[src/rtl/spi_wb_ctrl_pkg.sv]
// spi_wb_ctrl_pkg: shared definitions for the SPI-to-Wishbone sequencer.
//   CMD byte bit positions, FSM state encoding, data returned on a
//   timed-out read.
package spi_wb_ctrl_pkg;

  localparam int CMD_READ_BIT = 7;
  localparam int CMD_INCR_BIT = 6;
  localparam int CMD_A16_BIT  = 0;

  localparam logic [7:0] RD_TIMEOUT_DATA = 8'hFF;

  typedef enum logic [2:0] {
    CMD,
    ADDR_HI,
    ADDR_LO,
    DATA,
    BUS_RD,
    BUS_WR,
    NEXT
  } state_t;

endpackage

[src/rtl/spi_wb_ctrl_sync2.sv]
// spi_wb_ctrl_sync2: two-flop synchroniser for a single-bit level.
//   clk    destination clock
//   rst_n  asynchronous active-low reset (both flops load RESET_VAL)
//   d      asynchronous input
//   q      synchronised output
module spi_wb_ctrl_sync2 #(
  parameter logic RESET_VAL = 1'b0
) (
  input  logic clk,
  input  logic rst_n,
  input  logic d,
  output logic q
);

  logic meta;

  always_ff @(posedge clk or negedge rst_n) begin
    if (!rst_n) begin
      meta <= RESET_VAL;
      q    <= RESET_VAL;
    end else begin
      meta <= d;
      q    <= meta;
    end
  end

endmodule

[src/rtl/spi_wb_ctrl.sv]
// spi_wb_ctrl: Wishbone master sequencer fed by the SPI byte engine.
//   Frames are CMD / ADDR_HI / ADDR_LO / DATA; reads are issued right after
//   ADDR_LO and the result is handed back on spi_data_o for the next byte.
// Ports:
//   wb_clock_i, wb_reset_ni        clock, async active-low reset
//   spi_cs_ni, spi_strobe_i        raw SCK-domain chip select / byte strobe
//   spi_data_i, spi_data_o         received byte / next byte to shift out
//   wb_*                           pipelined Wishbone master
//   busy_o                         bus cycle outstanding
//   overrun_o                      sticky: byte arrived while busy
//   timeout_o                      sticky watchdog flag (only with the macro)
// Optional feature macro: SPI_WB_CTRL_TIMEOUT_EN (bus watchdog + timeout_o).
//
// state   | meaning
// CMD     | waiting for command byte
// ADDR_HI | waiting for address bits 15:8
// ADDR_LO | waiting for address bits 7:0
// DATA    | waiting for a write data byte
// BUS_RD  | read cycle on the bus
// BUS_WR  | write cycle on the bus
// NEXT    | transfer done; terminal unless auto-increment
module spi_wb_ctrl
  import spi_wb_ctrl_pkg::*;
#(
  parameter int ADDR_WIDTH     = 17,
  parameter int DATA_WIDTH     = 8,
  parameter int TIMEOUT_CYCLES = 255
) (
  input  logic                  wb_clock_i,
  input  logic                  wb_reset_ni,
  input  logic                  spi_cs_ni,
  input  logic                  spi_strobe_i,
  input  logic [DATA_WIDTH-1:0] spi_data_i,
  output logic [DATA_WIDTH-1:0] spi_data_o,
  output logic [ADDR_WIDTH-1:0] wb_addr_o,
  output logic [DATA_WIDTH-1:0] wb_data_o,
  input  logic [DATA_WIDTH-1:0] wb_data_i,
  output logic                  wb_we_o,
  output logic                  wb_cycle_o,
  output logic                  wb_strobe_o,
  input  logic                  wb_stall_i,
  input  logic                  wb_ack_i,
  output logic                  busy_o,
  output logic                  overrun_o
`ifdef SPI_WB_CTRL_TIMEOUT_EN
  ,
  output logic                  timeout_o
`endif
);

  state_t state;
  logic   strobe_s, strobe_d, cs_s, cs_d;
  logic   byte_ev, cs_rise, bus_done, tmo_hit;
  logic   rd, incr, cs_pend;

  spi_wb_ctrl_sync2 #(.RESET_VAL(1'b0)) u_sync_strobe (
    .clk(wb_clock_i), .rst_n(wb_reset_ni), .d(spi_strobe_i), .q(strobe_s)
  );

  spi_wb_ctrl_sync2 #(.RESET_VAL(1'b1)) u_sync_cs (
    .clk(wb_clock_i), .rst_n(wb_reset_ni), .d(spi_cs_ni), .q(cs_s)
  );

  assign byte_ev  = strobe_s & ~strobe_d;
  assign cs_rise  = cs_s & ~cs_d;
  assign busy_o   = wb_cycle_o;
  assign bus_done = wb_cycle_o & (wb_ack_i | tmo_hit);

`ifdef SPI_WB_CTRL_TIMEOUT_EN
  localparam int TMO_W = $clog2(TIMEOUT_CYCLES + 1);
  logic [TMO_W-1:0] tmo_cnt;

  // Reloaded whenever the bus is idle; hits zero on the last allowed clock.
  always_ff @(posedge wb_clock_i or negedge wb_reset_ni) begin
    if (!wb_reset_ni) begin
      tmo_cnt <= TMO_W'(TIMEOUT_CYCLES - 1);
    end else if (!wb_cycle_o) begin
      tmo_cnt <= TMO_W'(TIMEOUT_CYCLES - 1);
    end else if (tmo_cnt != '0) begin
      tmo_cnt <= tmo_cnt - TMO_W'(1);
    end
  end

  assign tmo_hit = wb_cycle_o && (tmo_cnt == '0);
`else
  // Watchdog compiled out: the comparison folds to a constant 0.
  assign tmo_hit = (TIMEOUT_CYCLES < 0);
`endif

  always_ff @(posedge wb_clock_i or negedge wb_reset_ni) begin
    if (!wb_reset_ni) begin
      state       <= CMD;
      strobe_d    <= 1'b0;
      cs_d        <= 1'b1;
      rd          <= 1'b0;
      incr        <= 1'b0;
      cs_pend     <= 1'b0;
      spi_data_o  <= '0;
      wb_addr_o   <= '0;
      wb_data_o   <= '0;
      wb_we_o     <= 1'b0;
      wb_cycle_o  <= 1'b0;
      wb_strobe_o <= 1'b0;
      overrun_o   <= 1'b0;
`ifdef SPI_WB_CTRL_TIMEOUT_EN
      timeout_o   <= 1'b0;
`endif
    end else begin
      strobe_d <= strobe_s;
      cs_d     <= cs_s;

      if (wb_cycle_o) begin
        // Bytes are dropped while a cycle is open; the FSM stays put.
        if (byte_ev) overrun_o <= 1'b1;
        if (wb_strobe_o && !wb_stall_i) wb_strobe_o <= 1'b0;
        // A CS rise never truncates the cycle; remember it for completion.
        if (cs_rise) begin
          cs_pend <= 1'b1;
          incr    <= 1'b0;
        end
        if (bus_done) begin
          wb_cycle_o  <= 1'b0;
          wb_strobe_o <= 1'b0;
          wb_we_o     <= 1'b0;
          if (!wb_we_o) spi_data_o <= wb_ack_i ? wb_data_i : RD_TIMEOUT_DATA;
`ifdef SPI_WB_CTRL_TIMEOUT_EN
          if (!wb_ack_i) timeout_o <= 1'b1;
`endif
          if (cs_pend || cs_rise) begin
            state   <= CMD;
            cs_pend <= 1'b0;
          end else begin
            state <= NEXT;
            if (incr) wb_addr_o <= wb_addr_o + ADDR_WIDTH'(1);
          end
        end
      end else if (cs_rise) begin
        state <= CMD;
        incr  <= 1'b0;
      end else begin
        unique case (state)
          CMD: if (byte_ev) begin
            rd            <= spi_data_i[CMD_READ_BIT];
            incr          <= spi_data_i[CMD_INCR_BIT];
            wb_addr_o[16] <= spi_data_i[CMD_A16_BIT];
            overrun_o     <= 1'b0;
`ifdef SPI_WB_CTRL_TIMEOUT_EN
            timeout_o     <= 1'b0;
`endif
            state         <= ADDR_HI;
          end
          ADDR_HI: if (byte_ev) begin
            wb_addr_o[15:8] <= spi_data_i;
            state           <= ADDR_LO;
          end
          ADDR_LO: if (byte_ev) begin
            wb_addr_o[7:0] <= spi_data_i;
            if (rd) begin
              wb_cycle_o  <= 1'b1;
              wb_strobe_o <= 1'b1;
              wb_we_o     <= 1'b0;
              state       <= BUS_RD;
            end else begin
              state <= DATA;
            end
          end
          DATA: if (byte_ev) begin
            wb_data_o   <= spi_data_i;
            wb_cycle_o  <= 1'b1;
            wb_strobe_o <= 1'b1;
            wb_we_o     <= 1'b1;
            state       <= BUS_WR;
          end
          NEXT: if (incr) begin
            if (!rd) begin
              state <= DATA;
            end else if (byte_ev) begin
              // Dummy byte carried the previous result out; fetch the next.
              wb_cycle_o  <= 1'b1;
              wb_strobe_o <= 1'b1;
              wb_we_o     <= 1'b0;
              state       <= BUS_RD;
            end
          end
          default: state <= CMD;
        endcase
      end
    end
  end

endmodule

[config.mk]
export PLATFORM = sky130hd
export DESIGN_NAME = spi_wb_ctrl
export DESIGN_NICKNAME = d
export VERILOG_FILES = /design/src/rtl/spi_wb_ctrl_pkg.sv /design/src/rtl/spi_wb_ctrl_sync2.sv /design/src/rtl/spi_wb_ctrl.sv
export SDC_FILE = /design/constraint.sdc
export NUM_CORES = 1
export LEC_CHECK = 0
export ABC_CLOCK_PERIOD_IN_PS = 2950
export CAP_MARGIN = 25
export CORE_ASPECT_RATIO = 2
export CORE_MARGIN = 2
export CORE_UTILIZATION = 50
export CTS_BUF_LIST = sky130_fd_sc_hd__clkbuf_4 sky130_fd_sc_hd__clkbuf_8 sky130_fd_sc_hd__clkbuf_16
export DETAILED_ROUTE_END_ITERATION = 8
export PLACE_DENSITY = 0.89
export SLEW_MARGIN = 20
export SYNTH_ARGS = -nofsm -noshare
export SYNTH_HDL_FRONTEND = slang
export SYNTH_SLANG_ARGS = --single-unit
[constraint.sdc]
create_clock -name wb_clock_i -period 2.95 [get_ports wb_clock_i]
set_clock_uncertainty 0.15 [all_clocks]
set_input_delay 0.59 -clock wb_clock_i [delete_from_list [all_inputs] [get_ports wb_clock_i]]
set_output_delay 0.59 -clock wb_clock_i [all_outputs]
set_load 0.01 [all_outputs]
==> impl_metrics.yaml, run 1 <==
sta:
  rsz0062_at_grt: "false"
  period_share_pct: 89.31
  fin_ws_ns: 0.3153
  finalHoldViolCount: 0
  relSlewSlack_pct: 45.32
  tightestPinTransition_ns: 0.8202
  finalSetupViolCount: 0
  fin_crit_ns: 2.635
  slew_viol_final: 0
  final.setup.tns_ns: 0
  max_freq_ghz: 0.3796
synth:
  synthArstFlopShare_pct: 100.0
  ys_seq_area_share_pct: 48.93
  syn_inst: 253
  ys_types: 50
  synthesis.area_mm2: 0.002514
  synth_flop_cell: "dfrtp_1"
  avgSynthCellArea_um2: 9.935
  syn_nets: 276
  synth_seq_cells: 49
  synth_edf_count: 0
  yosysWarnings: 0
worst_setup_path:
  critPathLaunchType: "flip-flop"
  path_buf_inv: 1
  r2r_slack_ns: 0.50
  arrival_ns: 1.89
  crit_path_end_kind: "primary output"
  crit_path_max_fanout: 29
  rr_endpoint: "wb_addr_o[10]$_DFFE_PN0P_"
  path_class: "flip-flop to primary output"
  r2r_start: "busy_o$_DFF_PN0_"
  worst-path-stages: 1
  critical_path_required_ns: 2.21
  max_stage_delay_ns: 0.88
  reg2reg_depth: 6
  critPathTopFamily: "flip-flops"
  cpMaxStageDelayCell: "dfrtp_1"
  path_cells: "clkdlybuf4s50_1"
worst_hold_path:
  worstHoldEndpoint: "u_sync_strobe.q$_DFF_PN0_"
  holdPathStages: 0
  hold_path.startpoint: "u_sync_strobe.meta$_DFF_PN0_"
  hold_class: "flip-flop to flip-flop"
layout:
  layout.nets: 337
  fin_util_pct: 68.03
  nFillCells: 379
  area_growth_pct: 31.66
  diodes: 0
  multi_input_area_mm2: 0.001211
  seqCellArea_mm2: 0.001230
  drive_gt1_share_pct: 13.65
global_route:
  grt_use_total_pct: 26.13
  grt_pass1_vias: 2212
  grt_max_degree: 40
  grt_pass1_wl_um: 10900
  antenna_found_initial: 0
  grt_overflow_total: 0
floorplanning:
  coreArea_mm2: 0.004865
  die_h_um: 104.3
  rows: 36
  die-area_mm2: 0.005645
  start_util_pct: 51.67
  die_width_um: 54.14
  ios: 60
cts:
  clk-insertion-delay-late_ns: 0.32
  cts_sinks: 49
  tritoncts: "yes"
  clk_pin_slew_ns: 0.08
  htreeDepth: 2
  numCtsBuffers: 5
  root_buffer: "clkbuf_8"
  cts_buffer_depth: 2
  post_cts_resized: 0
detailed_routing:
  viasPerCell: 6.218
  drt_iter0_markers: 94
  drt-pass1-iter-count: 4
  routed-via-count: 2313
  ant_nets: 0
  remaining_drc_errors: 0
  finalWirelength_um: 6590
  wire_per_inst_um: 17.72
pwr:
  power_mw: 3.193
  p_leak_nw: 1.324
  powerDensity_mw_per_mm2: 964.9
  irDropWorstVdd_mv: 0.6254
run:
  cap_viol_max_count: 0
placement:
  pre_cts_slack_ns: 0.5315
  place_hpwl_um: 4724
  io_buffer_count: 59
  globalplace.congestion: 0.8396
run_status:
  outcome: "completed"
per-layer routing:
layer / track usage [%] / vias to the layer above / routed length, um
met5: 0 / - / 0
met4: 11.96 / 0 / 162
met3: 5.172 / 17 / 298
met2: 43.80 / 92 / 3749
met1: 30.29 / 1128 / 2380
li1: - / 1076 / -
cell type report:
| cell class | instances | area share [%] |
|---|---|---|
| sequential | 49 | 37.16 |
| tap | 57 | 2.155 |
| multi-input combinational | 187 | 36.60 |
| clock buffer | 5 | 2.079 |
| timing repair buffer | 67 | 19.58 |
| clock inverter | 3 | 1.966 |
| inverter | 4 | 0.4537 |
through the flow:
stage / std cells / area [um^2] / hold WS, ns
2_1_floorplan: 253 / 2514 / 0.1444
3_3_place_gp: 363 / 3166 / 0.1905
3_5_place_dp: 363 / 3166 / 0.1864
4_1_cts: 372 / 3309 / 0.2062
5_1_grt: 372 / 3309 / 0.2139
6_report: 372 / 3309 / 0.2024
layout by cell type (no fill, tap or decap), types with 9 or more instances in the layout:
| cell type | count |
|---|---|
| o21ai_0 | 10 |
| dfrtp_1 | 46 |
| o21ai_1 | 13 |
| nor3_1 | 9 |
| a21oi_1 | 18 |
| mux2_2 | 16 |
| clkdlybuf4s50_1 | 58 |
| nand3_1 | 9 |
| nor2_1 | 14 |
| nand2_1 | 16 |
| nand4_1 | 9 |
worst max-delay path by stage:
stage,start,to,slack (ns)
final,busy_o$_DFF_PN0_,wb_cycle_o,0.32
after global routing,busy_o$_DFF_PN0_,wb_cycle_o,0.22
after CTS,busy_o$_DFF_PN0_,wb_cycle_o,0.32
after detailed placement,wb_ack_i,wb_addr_o[3]$_DFFE_PN0P_,0.53
after global placement,wb_ack_i,wb_addr_o[3]$_DFFE_PN0P_,0.54
after floorplan,u_sync_cs.q$_DFF_PN1_,wb_addr_o[4]$_DFFE_PN0P_,0.89
sequential cells by signal (all words and copies together) (netlist names):
register	count
overrun_o	1
wb_addr_o	17
cs_d	1
cs_pend	1
incr	1
u_sync_cs.q	1
spi_data_o	8
strobe_d	1
u_sync_strobe.meta	1
u_sync_cs.meta	1
wb_data_o	8
state	3
u_sync_strobe.q	1
busy_o	1
rd	1
wb_we_o	1
wb_strobe_o	1
Yosys cell counts (4+ instances only):
cell / n / share of area (%)
nand2b_1: 6 / 1.5
nor2b_1: 7 / 1.7
nand3_1: 9 / 1.8
a21oi_1: 18 / 3.6
nor3_1: 9 / 1.8
clkbuf_1: 8 / 1.2
inv_1: 4 / 0.60
nor4_1: 6 / 1.5
buf_2: 4 / 0.80
nand2_1: 16 / 2.4
nor2_1: 14 / 2.1
o21ai_1: 13 / 2.6
nand4_1: 9 / 2.2
mux2_2: 16 / 7.2
o21ai_0: 10 / 2.0
o211ai_1: 5 / 1.5
o22ai_1: 8 / 2.0
dfrtp_1: 46 / 46
kinds of logic (layout without fill, tap and decap cells):
group           after synthesis  after routing  synth area share (%)
simple gates                 91             91                 20.21
buf+inv                      17             79                 2.887
fa+ha+maj                     1              1                0.4977
mux                          19             19                 8.462
compound gates               76             76                 19.02
flops                        49             49                 48.93
timing repair:
action                    4_1_cts  5_1_grt
hold buffers                    1        0
hold endpoints to repair       10        0
buffers inserted                0        0
power breakdown:
| group | internal [mW] | switching [mW] | total (mW) |
|---|---|---|---|
| logic | 0.765 | 0.573 | 1.34 |
| registers | 0.943 | 0.341 | 1.28 |
| clock network | 0.337 | 0.233 | 0.570 |
| total | 2.05 | 1.15 | 3.19 |
Power figures use the tool's default switching activity.
==> run 2, diff against run 1 <==
--- a/config.mk
+++ b/config.mk
@@ -5,9 +5,8 @@
 export SDC_FILE = /design/constraint.sdc
 export NUM_CORES = 1
 export LEC_CHECK = 0
-export ABC_CLOCK_PERIOD_IN_PS = 2950
+export ABC_CLOCK_PERIOD_IN_PS = 2860
 export CAP_MARGIN = 25
-export CORE_ASPECT_RATIO = 2
 export CORE_MARGIN = 2
 export CORE_UTILIZATION = 50
 export CTS_BUF_LIST = sky130_fd_sc_hd__clkbuf_4 sky130_fd_sc_hd__clkbuf_8 sky130_fd_sc_hd__clkbuf_16
==> constraint.sdc (replaced) <==
create_clock -name wb_clock_i -period 2.86 [get_ports wb_clock_i]
set_clock_uncertainty 0.15 [all_clocks]
set_input_delay 0.572 -clock wb_clock_i [delete_from_list [all_inputs] [get_ports wb_clock_i]]
set_output_delay 0.572 -clock wb_clock_i [all_outputs]
set_load 0.01 [all_outputs]
==> impl_metrics.yaml, run 2 (synthesis gave the netlist of run 1 again) <==
run_status:
  outcome: "completed"
placement:
  placed_cells: 374
  place_hpwl_um: 4302
  place_area_mm2: 0.003186
  globalplace.congestion: 0.9170
  io_buffer_count: 59
detailed_routing:
  wire_per_inst_um: 16.01
  viasPerCell: 5.987
  drt-pass1-iter-count: 4
  finalWirelength_um: 6116
  remaining_drc_errors: 0
  drt_iter0_markers: 124
  ant_nets: 0
  routed-via-count: 2287
cts:
  post_cts_resized: 0
  post-cts-setup-buffers: 0
  htreeDepth: 2
  cts_sinks: 49
  root_buffer: "clkbuf_8"
  tritoncts: "yes"
  clk_pin_slew_ns: 0.09
  cts_buffer_depth: 2
  numCtsBuffers: 5
  hold_buffers: 0
  clk-insertion-delay-late_ns: 0.31
worst_setup_path:
  reg2reg_depth: 4
  critPathLaunchType: "flip-flop"
  critPathTopFamily: "flip-flops"
  arrival_ns: 1.57
  cpMaxStageDelayCell: "dfrtp_1"
  r2r_slack_ns: 0.65
  cp-startpoint: "busy_o$_DFF_PN0_"
  max_stage_delay_ns: 0.64
  critical_path_required_ns: 2.14
  r2r_start: "strobe_d$_DFF_PN0_"
  path_cells: "clkdlybuf4s50_1"
  rr_endpoint: "wb_data_o[5]$_DFFE_PN0P_"
  path_class: "flip-flop to primary output"
  path_buf_inv: 1
  crit_path_max_fanout: 16
  crit_path_end_kind: "primary output"
run:
  cap_viol_max_count: 0
layout:
  largest_reg_flops: 17
  layout.nets: 337
  drive_gt1_share_pct: 13.97
  area_growth_pct: 32.21
  top_regs: "wb_addr_o (17), spi_data_o (8), wb_data_o (8)"
  stdcell_area_mm2: 0.003323
  final-instance-count-excl-fill: 382
  layout_common_cells: "clkdlybuf4s50_1, dfrtp_1, a21oi_1"
  final_common_cell: "clkdlybuf4s50_1"
  max_flop_register: "wb_addr_o"
  fin_util_pct: 69.44
  diodes: 0
pwr:
  irDropWorstVdd_mv: 0.5514
  powerDensity_mw_per_mm2: 987.9
  p_leak_nw: 1.326
sta:
  slew_viol_final: 0
  rsz0062_at_grt: "false"
  final.setup.tns_ns: 0
  finalSetupViolCount: 0
  period_share_pct: 79.99
  relSlewSlack_pct: 58.76
  fin_crit_ns: 2.288
  tightestPinTransition_ns: 0.6186
  finalHoldViolCount: 0
  max_freq_ghz: 0.4371
global_route:
  grt_pass1_wl_um: 10290
  grt_max_degree: 50
  antenna_found_initial: 0
  grt_pass1_vias: 2134
  grt_overflow_total: 0
  grt_use_total_pct: 24.05
floorplanning:
  die_width_um: 74.91
  rows: 25
  die-area_mm2: 0.005611
  ios: 60
  die_h_um: 74.91
  coreArea_mm2: 0.004786
  start_util_pct: 52.52
worst_hold_path:
  hold_class: "input port to asynchronous set/reset pin"
-- run 2: cell types whose count changed in the layout (fill, tap and decap cells not counted), sizes merged --
cell,change
clkinv,-1
buf,+1
dlygate4sd3,-1
inv,+1
-- run 2: layout make-up --
| cell class | instances | area [um^2] |
|---|---|---|
| well taps | 67 | 83.83 |
| fillers | 348 | 1463 |
| clock buffers | 5 | 68.82 |
| multi-input cells | 187 | 1211 |
| clock inverters | 3 | 68.82 |
| repair buffers | 67 | 645.6 |
| flip-flops and latches | 49 | 1230 |
| inverters | 4 | 15.01 |
-- run 2: stage by stage --
step | setup WS [ns] | total power, mW | hold WS [ns]
after floorplan | 0.8044 | 1.995 | 0.1264
after global placement | 0.5087 | 2.641 | 0.1891
after detailed placement | 0.4783 | 2.692 | 0.1972
after CTS | 0.5493 | 3.297 | 0.2095
after global routing | 0.4737 | 3.507 | 0.2111
final | 0.5722 | 3.283 | 0.2042
-- run 2: power breakdown --
group	internal, mW	switching [mW]
Combinational	0.792	0.594
Clock	0.352	0.239
Sequential	0.973	0.333
Total	2.12	1.17
-- run 2: routing by layer --
layer	track usage, %	share of wire [%]	up-vias
met3	6.158	7.5	8
met5	0	0	-
li1	-	-	1074
met4	5.556	1.3	0
met1	34.09	43	1113
met2	37.43	48	92
-- run 2: worst max path at each step --
stage / end / slack, ns / depth (start not counted)
5_1_grt: wb_cycle_o / 0.47 / 1
6_report: wb_cycle_o / 0.57 / 1
3_5_place_dp: wb_addr_o[3]$_DFFE_PN0P_ / 0.48 / 6
3_3_place_gp: wb_addr_o[3]$_DFFE_PN0P_ / 0.51 / 6
2_1_floorplan: wb_addr_o[4]$_DFFE_PN0P_ / 0.80 / 7
4_1_cts: wb_cycle_o / 0.55 / 1
-- run 2: worst reg2reg max path, stage by stage, from the launching register on --
cell and delay, ns:
dfrtp_1 0.38, nand2b_1 0.27, nor3_1 0.35, nand4b_1 0.49, mux2_2 0.45
==> run 3, diff against run 2 <==
--- a/config.mk
+++ b/config.mk
@@ -5,7 +5,7 @@
 export SDC_FILE = /design/constraint.sdc
 export NUM_CORES = 1
 export LEC_CHECK = 0
-export ABC_CLOCK_PERIOD_IN_PS = 2860
+export ABC_CLOCK_PERIOD_IN_PS = 2300
 export CAP_MARGIN = 25
 export CORE_MARGIN = 2
 export CORE_UTILIZATION = 50
==> constraint.sdc (replaced) <==
create_clock -name wb_clock_i -period 2.3 [get_ports wb_clock_i]
set_clock_uncertainty 0.15 [all_clocks]
set_input_delay 0.46 -clock wb_clock_i [delete_from_list [all_inputs] [get_ports wb_clock_i]]
set_output_delay 0.46 -clock wb_clock_i [all_outputs]
set_load 0.01 [all_outputs]
==> impl_metrics.yaml, run 3 (synthesis gave the netlist of run 1 again) <==
run_status:
  outcome: "completed"
sta:
  period_share_pct: 95.54
  relSlewSlack_pct: 65.10
  final.setup.tns_ns: 0
  finalHoldViolCount: 0
  max_freq_ghz: 0.4551
  fin_crit_ns: 2.197
  slew_viol_final: 0
  rsz0062_at_grt: "false"
  tightestPinTransition_ns: 0.5187
  finalSetupViolCount: 0
  whs_ns: 0.2127
run:
  cap_viol_max_count: 0
worst_setup_path:
  crit_path_max_fanout: 23
  cpMaxStageDelayCell: "clkdlybuf4s50_1"
  arrival_ns: 1.59
  rr_endpoint: "wb_data_o[0]$_DFFE_PN0P_"
  path_class: "flip-flop to primary output"
  crit_path_end_kind: "primary output"
  reg2reg_depth: 5
  r2r_start: "cs_d$_DFF_PN1_"
  max_stage_delay_ns: 0.56
  path_cells: "buf_6, clkdlybuf4s50_1"
  critPathLaunchType: "flip-flop"
  r2r_slack_ns: 0.15
  critical_path_required_ns: 1.69
global_route:
  grtUsageMet1_pct: 36.30
  gr-max-usage-layer: "met2"
  grt_use_total_pct: 25.12
  grt_overflow_total: 0
  grt_max_degree: 24
  grtUsageMet3_pct: 6.693
  antenna_found_initial: 0
  use_met2_pct: 36.84
  grt_pass1_vias: 2202
  grt_pass1_wl_um: 10700
layout:
  layout.nets: 342
  largest_reg_flops: 17
  diodes: 0
  max_flop_register: "wb_addr_o"
  layout_common_cells: "clkdlybuf4s50_1, dfrtp_1, a21oi_1"
  top_regs: "wb_addr_o (17), spi_data_o (8), wb_data_o (8)"
  final_common_cell: "clkdlybuf4s50_1"
  drive_gt1_share_pct: 15.00
  area_growth_pct: 33.05
cts:
  cts_sinks: 49
  cts_buffer_depth: 2
  clk-insertion-delay-late_ns: 0.31
  clk_pin_slew_ns: 0.10
  htreeDepth: 2
  root_buffer: "clkbuf_8"
  numCtsBuffers: 5
  tritoncts: "yes"
  post-cts-setup-buffers: 0
floorplanning:
  die_h_um: 74.91
  ios: 60
  coreArea_mm2: 0.004786
  start_util_pct: 52.52
  die_width_um: 74.91
  rows: 25
  die-area_mm2: 0.005611
detailed_routing:
  wire_per_inst_um: 16.57
  finalWirelength_um: 6413
  viasPerCell: 5.886
  ant_nets: 0
  remaining_drc_errors: 0
  drt-pass1-iter-count: 5
  routed-via-count: 2278
  drt_iter0_markers: 174
pwr:
  powerDensity_mw_per_mm2: 1202
  combPwrFrac_pct: 43.9
  power_frac_seq_pct: 40.3
  irDropWorstVdd_mv: 0.7022
  p_sw_mw: 1.477
  p_int_mw: 2.542
  swShare_pct: 36.76
  p_leak_nw: 1.336
  pwr-share-clk_pct: 15.8
worst_hold_path:
  worstHoldEndpoint: "u_sync_strobe.q$_DFF_PN0_"
  holdPathStages: 0
  hold_class: "flip-flop to flip-flop"
  hold_path.startpoint: "u_sync_strobe.meta$_DFF_PN0_"
placement:
  globalplace.congestion: 0.9239
  io_buffer_count: 59
  place_hpwl_um: 4621
-- run 3: routing by layer --
layer,vias to the layer above,share of wire (%)
met5,-,0
met4,0,1.2
met1,1071,42
li1,1082,-
met2,117,48
met3,8,8.8
-- run 3: per-stage QoR --
step / cell area (um^2) / total power, mW / std cells / util [%] / setup WS, ns
after floorplan: 2514 / 2.481 / 253 / - / 0.2444
after global placement: 3216 / 3.323 / 378 / 67.19 / 0.1490
after detailed placement: 3216 / 3.381 / 378 / 67.19 / 0.1295
after CTS: 3341 / 4.022 / 387 / 69.80 / 0.04156
after global routing: 3344 / 4.294 / 387 / 69.88 / 0.002049
final: 3344 / 4.019 / 387 / 69.88 / 0.1026
-- run 3: what timing repair did --
action                                  4_1_cts  5_1_grt
endpoints found under the hold margin        16        0
hold buffers                                  1        0
gates resized for setup                       0        1
endpoints found under the setup margin        0        2
-- run 3: power groups by stage --
stage	clock network [mW]	registers, mW	logic [mW]
floorplan	0	1.64	0.844
global placement	0	1.61	1.72
detailed placement	0	1.62	1.76
CTS	0.638	1.61	1.77
global route	0.671	1.68	1.94
finish	0.635	1.62	1.76
-- run 3: layout make-up --
cell class / count / area, um^2
fill: 354 / 1441
inverter: 4 / 15.01
multi-input combinational: 187 / 1211
tap: 67 / 83.83
timing repair buffer: 72 / 689.4
sequential: 49 / 1230
clock inverter: 3 / 46.29
clock buffer: 5 / 68.82
-- run 3: worst max-delay path by stage --
stage | endpoint | slack, ns | startpoint
floorplan | wb_addr_o[4]$_DFFE_PN0P_ | 0.24 | u_sync_cs.q$_DFF_PN1_
global placement | wb_addr_o[3]$_DFFE_PN0P_ | 0.15 | wb_ack_i
detailed placement | wb_addr_o[4]$_DFFE_PN0P_ | 0.13 | wb_ack_i
CTS | busy_o | 0.04 | busy_o$_DFF_PN0_
global route | wb_addr_o[10]$_DFFE_PN0P_ | 0.002 | state[0]$_DFFE_PN0P_
finish | busy_o | 0.10 | busy_o$_DFF_PN0_
-- run 3: worst max-delay path: cells and delay by family (launching register included) --
kind | cells | cell delay [ns]
buffers and inverters | 2 | 0.80
DFF | 1 | 0.49
